==> src/rtl/piano_key_debounce.sv <==
// Piano key front end: sync, debounce, priority select, hold-stretched pressed.
// Ports: LCD_CLK, RESETN; KEY_N raw keys (active-low); pressed, KEY_IDX, KEY_VALID, NOTE_ON.
module piano_key_debounce #(
  parameter int NKEYS           = 8,
  parameter int DEBOUNCE_CYCLES = 16,
  parameter int HOLD_CYCLES     = 64
) (
  input  logic                     LCD_CLK,
  input  logic                     RESETN,
  input  logic [NKEYS-1:0]         KEY_N,
  output logic                     pressed,
  output logic [$clog2(NKEYS)-1:0] KEY_IDX,
  output logic                     KEY_VALID,
  output logic                     NOTE_ON
);

  localparam int IW = $clog2(NKEYS);
  localparam int CW = $clog2(DEBOUNCE_CYCLES + 1);
  localparam int HW = (HOLD_CYCLES > 1) ? $clog2(HOLD_CYCLES) : 1;

  typedef enum logic [1:0] {
    IDLE   = 2'd0,
    ACTIVE = 2'd1,
    HOLD   = 2'd2
  } state_t;

  // Flops hold raw KEY_N levels, so reset value 1 means released.
  logic [NKEYS-1:0] s1, s2;
  logic [NKEYS-1:0] sync;
  logic [NKEYS-1:0] db;
  logic [CW-1:0]    cnt [NKEYS];

  always_ff @(posedge LCD_CLK or negedge RESETN) begin
    if (!RESETN) begin
      s1 <= '1;
      s2 <= '1;
    end else begin
      s1 <= KEY_N;
      s2 <= s1;
    end
  end

  assign sync = ~s2;

  always_ff @(posedge LCD_CLK or negedge RESETN) begin
    if (!RESETN) begin
      db <= '0;
      for (int i = 0; i < NKEYS; i++) cnt[i] <= '0;
    end else begin
      for (int i = 0; i < NKEYS; i++) begin
        if (sync[i] == db[i]) begin
          cnt[i] <= '0;
        end else if (cnt[i] == CW'(DEBOUNCE_CYCLES - 1)) begin
          db[i]  <= sync[i];
          cnt[i] <= '0;
        end else begin
          cnt[i] <= cnt[i] + CW'(1);
        end
      end
    end
  end

  logic          any;
  logic [IW-1:0] sel;

  assign any = |db;

  // Descending scan so the lowest set index wins.
  always_comb begin
    sel = '0;
    for (int i = NKEYS - 1; i >= 0; i--) begin
      if (db[i]) sel = IW'(i);
    end
  end

  state_t        state_q, state_d;
  logic [HW-1:0] hold_q, hold_d;
  logic          pressed_d, valid_d, note_d;
  logic [IW-1:0] idx_d;

  always_ff @(posedge LCD_CLK or negedge RESETN) begin
    if (!RESETN) begin
      state_q   <= IDLE;
      hold_q    <= '0;
      pressed   <= 1'b0;
      KEY_VALID <= 1'b0;
      KEY_IDX   <= '0;
      NOTE_ON   <= 1'b0;
    end else begin
      state_q   <= state_d;
      hold_q    <= hold_d;
      pressed   <= pressed_d;
      KEY_VALID <= valid_d;
      KEY_IDX   <= idx_d;
      NOTE_ON   <= note_d;
    end
  end

  always_comb begin
    state_d   = state_q;
    hold_d    = hold_q;
    pressed_d = pressed;
    valid_d   = KEY_VALID;
    idx_d     = KEY_IDX;
    note_d    = 1'b0;
    case (state_q)
      IDLE: begin
        if (any) begin
          state_d   = ACTIVE;
          pressed_d = 1'b1;
          valid_d   = 1'b1;
          idx_d     = sel;
          note_d    = 1'b1;
        end
      end
      ACTIVE: begin
        if (!any) begin
          state_d = HOLD;
          valid_d = 1'b0;
          hold_d  = HW'(HOLD_CYCLES - 1);
        end else if (sel != KEY_IDX) begin
          idx_d  = sel;
          note_d = 1'b1;
        end
      end
      HOLD: begin
        // A re-press is always a new note, even on the same key.
        if (any) begin
          state_d = ACTIVE;
          valid_d = 1'b1;
          idx_d   = sel;
          note_d  = 1'b1;
        end else if (hold_q == '0) begin
          state_d   = IDLE;
          pressed_d = 1'b0;
        end else begin
          hold_d = hold_q - HW'(1);
        end
      end
      default: begin
        state_d   = IDLE;
        hold_d    = '0;
        pressed_d = 1'b0;
        valid_d   = 1'b0;
        idx_d     = '0;
      end
    endcase
  end

endmodule
==> config.mk <==
export PLATFORM = sky130hd
export DESIGN_NAME = piano_key_debounce
export DESIGN_NICKNAME = d
export VERILOG_FILES = /design/src/rtl/piano_key_debounce.sv
export SDC_FILE = /design/constraint.sdc
export NUM_CORES = 1
export LEC_CHECK = 0
export BUFFER_PORTS_ARGS = -buffer_cell sky130_fd_sc_hd__buf_2
export CAP_MARGIN = 20
export CORE_MARGIN = 2
export CORE_UTILIZATION = 50
export DETAILED_ROUTE_END_ITERATION = 10
export GPL_TIMING_DRIVEN = 0
export PLACE_DENSITY = 0.67
export SLEW_MARGIN = 20
export SYNTH_ARGS = -nofsm -noshare
export SYNTH_HDL_FRONTEND = slang
export SYNTH_SLANG_ARGS = --single-unit
export TNS_END_PERCENT = 30
==> constraint.sdc <==
create_clock -name LCD_CLK -period 6.4 [get_ports LCD_CLK]
set_clock_uncertainty 0.2 [all_clocks]
set_input_delay 0.64 -clock LCD_CLK [delete_from_list [all_inputs] [get_ports LCD_CLK]]
set_output_delay 0.64 -clock LCD_CLK [all_outputs]
set_load 0.01 [all_outputs]
# After elaboration in Yosys (flattened, before gate mapping)
# Cells that the tools add are included.
# totals
input_bits	10
elab_cells	136
reg_bits	78
# classes
add_sub_neg	9
n_reduce_logical	17
eq_ne	28
mux	47
n_bitwise	11
# op_table
op	count
5-bit two-way mux	16
5-bit by 1-bit adder with 5-bit output, second input constant	8
5-bit by 4-bit == test with 1-bit output, second input constant	8
3-bit two-way mux	11
6-bit two-way mux	3
6-bit case mux with 3 select lines	1
2-bit AND reduction	9
2-bit inequality test, second input constant	7
1-bit NOT	10
1-bit == test	8
2-bit two-way mux	4
8-bit NOT	1
4-bit AND reduction	2
8-bit OR reduction	1
1-bit two-way mux	7
6-bit zero test	1
2-bit case mux with 3 select lines	1
3-bit case mux with 2 select lines	1
3-bit AND reduction	2
6-bit by 1-bit subtractor with 6-bit output, second input constant	1
1-bit case mux with 2 select lines	2
3-bit inequality test	1
3-bit inequality test, second input constant	1
1-bit case mux with 3 select lines	1
5 further kinds	5

# Longest topological paths before layout
# Gate-level depths: netlist (run 1).
# logic_depth
ltp_word	12
mapped_depth	7
mapped_depth_nobuf	7

# Worst setup path after synthesis (run 1)
# Ideal clock, no wire load.
# synth_timing
path_kind	reg2reg
startpoint	reg db[4]
endpoint	reg state_q[0]
setup_time_ps	128
path_slack_ps	4393
stages_incl_launch_ff	7
required_time_ps	6072
n_path_buf	0
arrival_time_ps	1679
path_cell_list	dfrtp_1 > nor4_4 > nand2_2 > nor3_4 > nor2_1 > a21oi_1 > mux2_1
# synth_via
elab_chain_len	3
# synth_lines
item	line	rtl
start: declaration	30	logic [NKEYS-1:0] db;
start signal: indexed assignment	54	db[i] <= sync[i];
8-bit OR reduction (*)	66	assign any = |db;
3-bit inequality test (no source line), or another cell as far along	-	
3-bit AND reduction (no source line) or 2-bit case mux with 3 select lines (tied branches)	-	
end signal: assignment	90	state_q <= state_d;
end: declaration	76	state_t state_q, state_d;
# Every way passes the cells marked *; elsewhere a longest branch is shown, timed or not.
# A chain may end at the register's enable or synchronous reset.

# Worst setup path in the final report (run 1)
# layout_timing
startpoint	reg db[4]
endpoint	reg state_q[1]
# Same word-level chain as after synthesis.

==> flow_metrics.py, run 1 <==
metrics = {
    "sta": {
        "finalHoldViolCount": 0,
        "fmax_mhz": 454,
        "rsz0062_at_grt": "no",
        "hold_ws_ps": 25.4,
        "tightestPinTransition_ps": 422,
        "min_period_over_period_pct": 34.4,
        "setup_violations": 0,
        "worst_slew_margin_rel_pct": 71.8,
        "final_max_slew_viol_count": 0,
        "fin_crit_ps": 2200,
        "final.setup.worst_slack_ps": 4200,
        "finalSetupTns_ps": 0,
    },
    "detailed_routing": {
        "drt_iter0_markers": 44,
        "dr.pass1.iters": 4,
        "wl_mm": 5.13,
        "ant_nets": 0,
        "via_count": 2162,
        "drc": 0,
        "viasPerCell": 5.08,
        "wl_per_cell_um": 12.0,
    },
    "worst_setup_path": {
        "worst-path-buf-inv": 0,
        "cp_top_family": "simple AND/OR/NAND/NOR gates",
        "r2r-start": "db[4]$_DFFE_PN0P_",
        "required_ps": 6430,
        "arrival_ps": 2230,
        "r2r_setup_slack_ps": 4200,
        "cp_cell_sequence": "nor4_4, nand2_2, nor3_4, nor2_1, a21oi_1, mux2_1",
        "rr_worst_depth": 6,
        "max_stage_delay_ps": 460,
        "slowest_stage": "dfrtp_1",
        "critPathKind": "flop to flop",
        "reg2reg_to": "state_q[1]$_DFFE_PN0P_",
        "cp-end-kind": "flop",
        "cp-start-kind": "flop",
        "critPathMaxFanout": 5,
    },
    "cts": {
        "post_cts_resized": 0,
        "worstSkewPairLatency_ps": 340,
        "h-tree-depth": 3,
        "cts_tree": "built",
        "clk_pin_slew_ps": 70,
        "ctsHoldBuffers": 0,
        "clockRootBuffer": "clkbuf_8",
        "numClockSinks": 78,
        "numCtsBuffers": 9,
        "cts.path.max_buffers": 2,
        "cts_setup_buffers": 0,
    },
    "power": {
        "p_comb_share_pct": 22.5,
        "internal_power_w": 0.000790,
        "power.share.switching_pct": 30.9,
        "p_clk_share_pct": 27.8,
        "seqPwrFrac_pct": 49.7,
        "pwr_density_cell_nw_per_um2": 301,
        "ir_drop_uv": 140,
        "netSwitchingPower_w": 0.000354,
        "power.leakage_nw": 1.87,
    },
    "placement": {
        "preCtsSetupSlack_ps": 4190,
        "globalplace.congestion": 0.782,
        "placed_area_um2": 3630,
        "port_buffers": 15,
        "dp_hpwl_mm": 3.64,
    },
    "synthesis": {
        "synth-seq-cells": 78,
        "synth-main-ff-cell": "dfrtp_1",
        "avgSynthCellArea_um2": 10.9,
        "synth_async_sr_flop_share_pct": 100,
        "seq_area_frac_synth_pct": 57.5,
        "synth_top_area_share_pct": 45.2,
        "syn_nets": 340,
        "synth.area.top_cells": "dfrtp_1, dfstp_2, nor2_1",
        "syn_area_um2": 3430,
        "yosys_warnings": 0,
        "synth_edf_count": 0,
        "yosys.area.top_type": "dfrtp_1",
        "synth_cell_types": 42,
        "synthCells": 314,
    },
    "finish": {
        "final_util_pct": 56.6,
        "syn2layout_area_growth_pct": 10.9,
        "antenna_cells": 0,
        "drive_gt1_share_pct": 17.1,
        "final_area_um2": 3800,
        "nNetsFinal": 367,
    },
    "flow_run": {
        "cap_violations": 0,
    },
    "worst_hold_path": {
        "hp-class": "input pin to asynchronous set/reset pin",
    },
    "global_route": {
        "grt_usage_pct": 15.9,
        "antenna_found_initial": 0,
        "grt.overflow.total": 0,
        "first_global_vias": 2138,
        "grt_start_max_net_pins": 49,
        "grt_pass1_wl_mm": 9.33,
    },
    "floorplan": {
        "die_w_um": 86.8,
        "core_um2": 6720,
        "ios": 16,
        "die_area_um2": 7540,
        "start_util_pct": 51.0,
        "rows": 30,
        "die-height_um": 86.8,
    },
    "outcome": {
        "status": "finished, final reports clean",
    },
}
## worst max path at each step
stage | slack (ps) | depth (start not counted) | endpoint | start
global placement | 3960 | 1 | db[0]$_DFFE_PN0P_ | RESETN
global route | 4060 | 6 | state_q[1]$_DFFE_PN0P_ | db[4]$_DFFE_PN0P_
finish | 4200 | 6 | state_q[1]$_DFFE_PN0P_ | db[4]$_DFFE_PN0P_
CTS | 4180 | 6 | state_q[1]$_DFFE_PN0P_ | db[4]$_DFFE_PN0P_
detailed placement | 4190 | 6 | state_q[1]$_DFFE_PN0P_ | db[4]$_DFFE_PN0P_
floorplan | 4390 | 6 | state_q[0]$_DFFE_PN0P_ | db[4]$_DFFE_PN0P_
## through the flow
step           power [W]  std cells
6_report         0.00114        426
5_1_grt          0.00123        426
3_3_place_gp    0.000830        409
3_5_place_dp    0.000837        410
2_1_floorplan   0.000772        314
4_1_cts          0.00116        426
## area by class of cell
type                    instances  area, um2
multi-input cells             218       1390
repair buffers                 16        105
fillers                       585       2920
clock buffers                  13        149
inverters                      16       60.1
clock inverters                 3       20.0
well taps                      80        100
plain buffers                   2       8.76
flip-flops and latches         78       1970
## flip-flops by register name (all words and copies together), names as in the netlist, 2 cells and up
signal   flops
cnt         40
state_q      2
db           8
hold_q       6
s2           8
s1           8
KEY_IDX      3
## per-layer routing
metal / up-vias / track usage [%] / share of wire (%)
li1: 1116 / - / -
met1: 1022 / 19.8 / 50
met2: 18 / 25.2 / 45
met3: 6 / 5.62 / 3.8
met4: 0 / 6.53 / 1.3
met5: - / 0 / 0
## synth_stat cells, types with 2 or more instances
cell / number
xnor2_1: 8
dfrtp_1: 62
dfstp_2: 16
and3_1: 9
nor2_2: 2
and2_1: 8
o22ai_1: 5
nor2b_1: 3
nor3_1: 4
xor2_1: 17
nand2_1: 8
o21ai_1: 8
o21ai_0: 15
nand3_1: 19
inv_1: 16
mux2_1: 2
nor2_1: 56
a21oi_1: 17
ha_1: 16
## worst reg2reg max path, delay by kind of cell, from the launching register on
family	cells	cell delay (ps)
flops	1	460
compound gates	1	230
simple gates	4	860
mux	1	350
## power by group through the flow
stage,registers [W],clock network [W],logic (W)
after floorplan,0.000570,0,0.000202
after global placement,0.000576,0,0.000254
after detailed placement,0.000577,0,0.000261
after CTS,0.000568,0.000335,0.000261
after global routing,0.000575,0.000354,0.000301
final,0.000568,0.000318,0.000257
## cells by family after synthesis
group / Yosys count / share of synthesized area, %
flip-flops: 78 / 57.5
adder cells (fa/ha/maj): 16 / 5.84
buffers and inverters: 18 / 2.01
multiplexers: 2 / 0.657
AO/OA/AOI/OAI: 54 / 9.41
AND/OR/NAND/NOR: 121 / 18.2
XOR/XNOR: 25 / 6.38
## cell usage in the layout, fill, tap and decap left out, types with 3 or more instances in the layout
cell type  count
nor2_1        56
o21ai_1        8
xnor2_1        8
and2_1         8
clkbuf_1       4
nand3_1       19
nor2b_1        3
a21oi_1       17
dfstp_2       16
nor3_1         4
inv_1         16
nand2_1        8
ha_1          16
clkbuf_8      10
dfrtp_1       62
o21ai_0       15
buf_2         15
and3_1         9
o22ai_1        5
xor2_1        17
Note: power is estimated with default switching activity, not from simulation.
==> inputs of run 2 (changes only) <==
--- a/config.mk
+++ b/config.mk
@@ -11,7 +11,7 @@
 export CORE_UTILIZATION = 50
 export DETAILED_ROUTE_END_ITERATION = 10
 export GPL_TIMING_DRIVEN = 0
-export PLACE_DENSITY = 0.67
+export PLACE_DENSITY = 0.7
 export SLEW_MARGIN = 20
 export SYNTH_ARGS = -nofsm -noshare
 export SYNTH_HDL_FRONTEND = slang
==> constraint.sdc (replaced) <==
create_clock -name LCD_CLK -period 1.9 [get_ports LCD_CLK]
set_clock_uncertainty 0.2 [all_clocks]
set_input_delay 0.19 -clock LCD_CLK [delete_from_list [all_inputs] [get_ports LCD_CLK]]
set_output_delay 0.19 -clock LCD_CLK [all_outputs]
set_load 0.01 [all_outputs]
==> run 2 against run 1 <==
  * The flow now finishes with violations (setup timing)
  * Hold slack better by 85 ps
  * Critical path depth up 1
  * Sequential share of layout area down 3.2 points
  * Cell area up 6.7%
  * Combinational power rose to 4.2 times the previous value
  * Fmax up 3.7%
  * Via count up 4.5%
  * Setup slack worse by 4400 ps
  * First-iteration DRC count up 70%
  * Count of clock-buffer cells in the layout unchanged
  * Global-route usage up 0.95 points
  * Final cell count up 3.8%
==> flow_metrics.py, run 2 (synthesized netlist as in run 1, its figures left out) <==
metrics = {
    "cts": {
        "numCtsBuffers": 9,
        "cts.path.max_buffers": 2,
        "clk_pin_slew_ps": 80,
        "numClockSinks": 78,
        "worstSkewPairLatency_ps": 350,
        "cts_tree": "built",
        "h-tree-depth": 3,
        "clockRootBuffer": "clkbuf_8",
    },
    "global_route": {
        "grt.overflow.total": 0,
        "first_global_vias": 2324,
        "grt_start_max_net_pins": 51,
        "grt_pass1_wl_mm": 9.91,
        "grt_usage_pct": 16.9,
        "antenna_found_initial": 0,
    },
    "placement": {
        "globalplace.congestion": 0.830,
        "dp_cells": 410,
        "dp_hpwl_mm": 3.75,
        "placed_area_um2": 3640,
        "port_buffers": 15,
        "preCtsSetupSlack_ps": -320,
    },
    "worst_setup_path": {
        "critPathCapture": "hold_q[4]$_DFFE_PN0P_",
        "cp_top_family": "simple AND/OR/NAND/NOR gates",
        "path_depth": 7,
        "max_stage_delay_ps": 440,
        "cp-end-kind": "flop",
        "reg2reg_to": "hold_q[4]$_DFFE_PN0P_",
        "critPathKind": "flop to flop",
        "r2r_setup_slack_ps": -220,
        "r2r-start": "db[4]$_DFFE_PN0P_",
        "critPathMaxFanout": 7,
        "cp_cell_sequence": "nor4_4, buf_4, nand3_4, a21oi_4, o21bai_4, or2_4, o221ai_2",
        "slowest_stage": "dfrtp_2",
        "cp-start-kind": "flop",
        "worst-path-buf-inv": 1,
        "arrival_ps": 2190,
        "required_ps": 1970,
        "crit_start": "db[4]$_DFFE_PN0P_",
        "rr_worst_depth": 7,
    },
    "sta": {
        "worst_slew_margin_rel_pct": 73.1,
        "min_period_over_period_pct": 112,
        "fin_crit_ps": 2120,
        "tightestPinTransition_ps": 399,
        "rsz0062_at_grt": "yes",
        "final_max_slew_viol_count": 0,
        "setup_violations": 12,
        "finalHoldViolCount": 0,
        "final.setup.worst_slack_ps": -224,
        "fmax_mhz": 471,
    },
    "floorplan": {
        "die-height_um": 86.8,
        "die_area_um2": 7540,
        "rows": 30,
        "core_um2": 6720,
        "die_w_um": 86.8,
        "start_util_pct": 51.0,
        "ios": 16,
    },
    "power": {
        "pwr_density_cell_nw_per_um2": 1050,
        "power_w": 0.00426,
        "power.leakage_nw": 1.98,
        "ir_drop_uv": 485,
    },
    "finish": {
        "drive_gt1_share_pct": 22.4,
        "nNetsFinal": 383,
        "fin_cells": 442,
        "syn2layout_area_growth_pct": 18.4,
        "mostFrequentLayoutCells": "dfrtp_1, nor2_1, nand3_1, xor2_1",
        "final_area_um2": 4060,
        "final_common_cell": "dfrtp_1",
        "antenna_cells": 0,
        "top_register": "cnt",
        "largest_reg_flops": 40,
        "n_fill_cell": 553,
    },
    "outcome": {
        "status": "complete, but fails checks",
        "failed_checks": "setup timing",
    },
    "detailed_routing": {
        "wl_mm": 5.50,
        "drc": 0,
        "ant_nets": 0,
        "wl_per_cell_um": 12.4,
        "drt_iter0_markers": 75,
        "dr.pass1.iters": 4,
        "via_count": 2259,
        "viasPerCell": 5.11,
    },
    "flow_run": {
        "cap_violations": 0,
    },
    "worst_hold_path": {
        "hp-class": "input pin to asynchronous set/reset pin",
    },
}
-- run 2: changes by cell type in the layout (fill, tap and decap cells not counted), sizes merged --
cell	previous run	this run
clkinv	1	2
buf	17	24
bufinv	0	1
dlygate4sd3	0	9
clkinvlp	2	0
-- run 2: area by class of cell --
class | count | area, um2 | share of cell area, %
inverter | 16 | 60.1 | 1.48
clock inverter | 3 | 43.8 | 1.08
buffer | 2 | 10.0 | 0.247
tap | 80 | 100 | 2.47
timing repair buffer | 32 | 248 | 6.10
multi-input combinational | 218 | 1460 | 36.1
sequential | 78 | 1970 | 48.6
clock buffer | 13 | 159 | 3.91
-- run 2: through the flow --
stage / TNS (ps) / hold slack, ps / util [%]
3_3_place_gp: -6270 / 94.8 / 53.7
4_1_cts: -1950 / 115 / 59.8
2_1_floorplan: -384 / -306 / -
5_1_grt: -3480 / 142 / 60.4
3_5_place_dp: -2580 / -49.4 / 54.2
6_report: -1870 / 110 / 60.4
-- run 2: power breakdown --
group / internal [W] / switching [W]
logic: 0.000468 / 0.000624
clock network: 0.000680 / 0.000572
registers: 0.00180 / 0.000112
total: 0.00295 / 0.00131
-- run 2: how the worst min path moves through the flow --
| stage | endpoint | cells after the start |
|---|---|---|
| 2_1_floorplan | KEY_IDX[0]$_DFFE_PN0P_ | 0 |
| 3_3_place_gp | s1[5]$_DFF_PN1_ | 1 |
| 3_5_place_dp | cnt[25]$_DFF_PN0_ | 1 |
| 4_1_cts | cnt[25]$_DFF_PN0_ | 2 |
| 5_1_grt | cnt[27]$_DFF_PN0_ | 2 |
| 6_report | cnt[27]$_DFF_PN0_ | 2 |
-- run 2: timing repair --
action / 4_1_cts / 5_1_grt
hold buffers: 9 / 0
gates cloned: 0 / 0
pin swaps: 5 / 2
gates resized for setup: 9 / 8
endpoints found under the setup margin: 11 / 13
setup buffers: 6 / 1
endpoints found under the hold margin: 71 / 0
-- run 2: per-layer routing --
metal	vias to the layer above	part of all wire, %	GRT usage, %
met5	-	0	0
met4	0	2.6	9.38
li1	1147	-	-
met1	1073	48	21.7
met3	12	3.4	4.19
met2	27	46	26.1
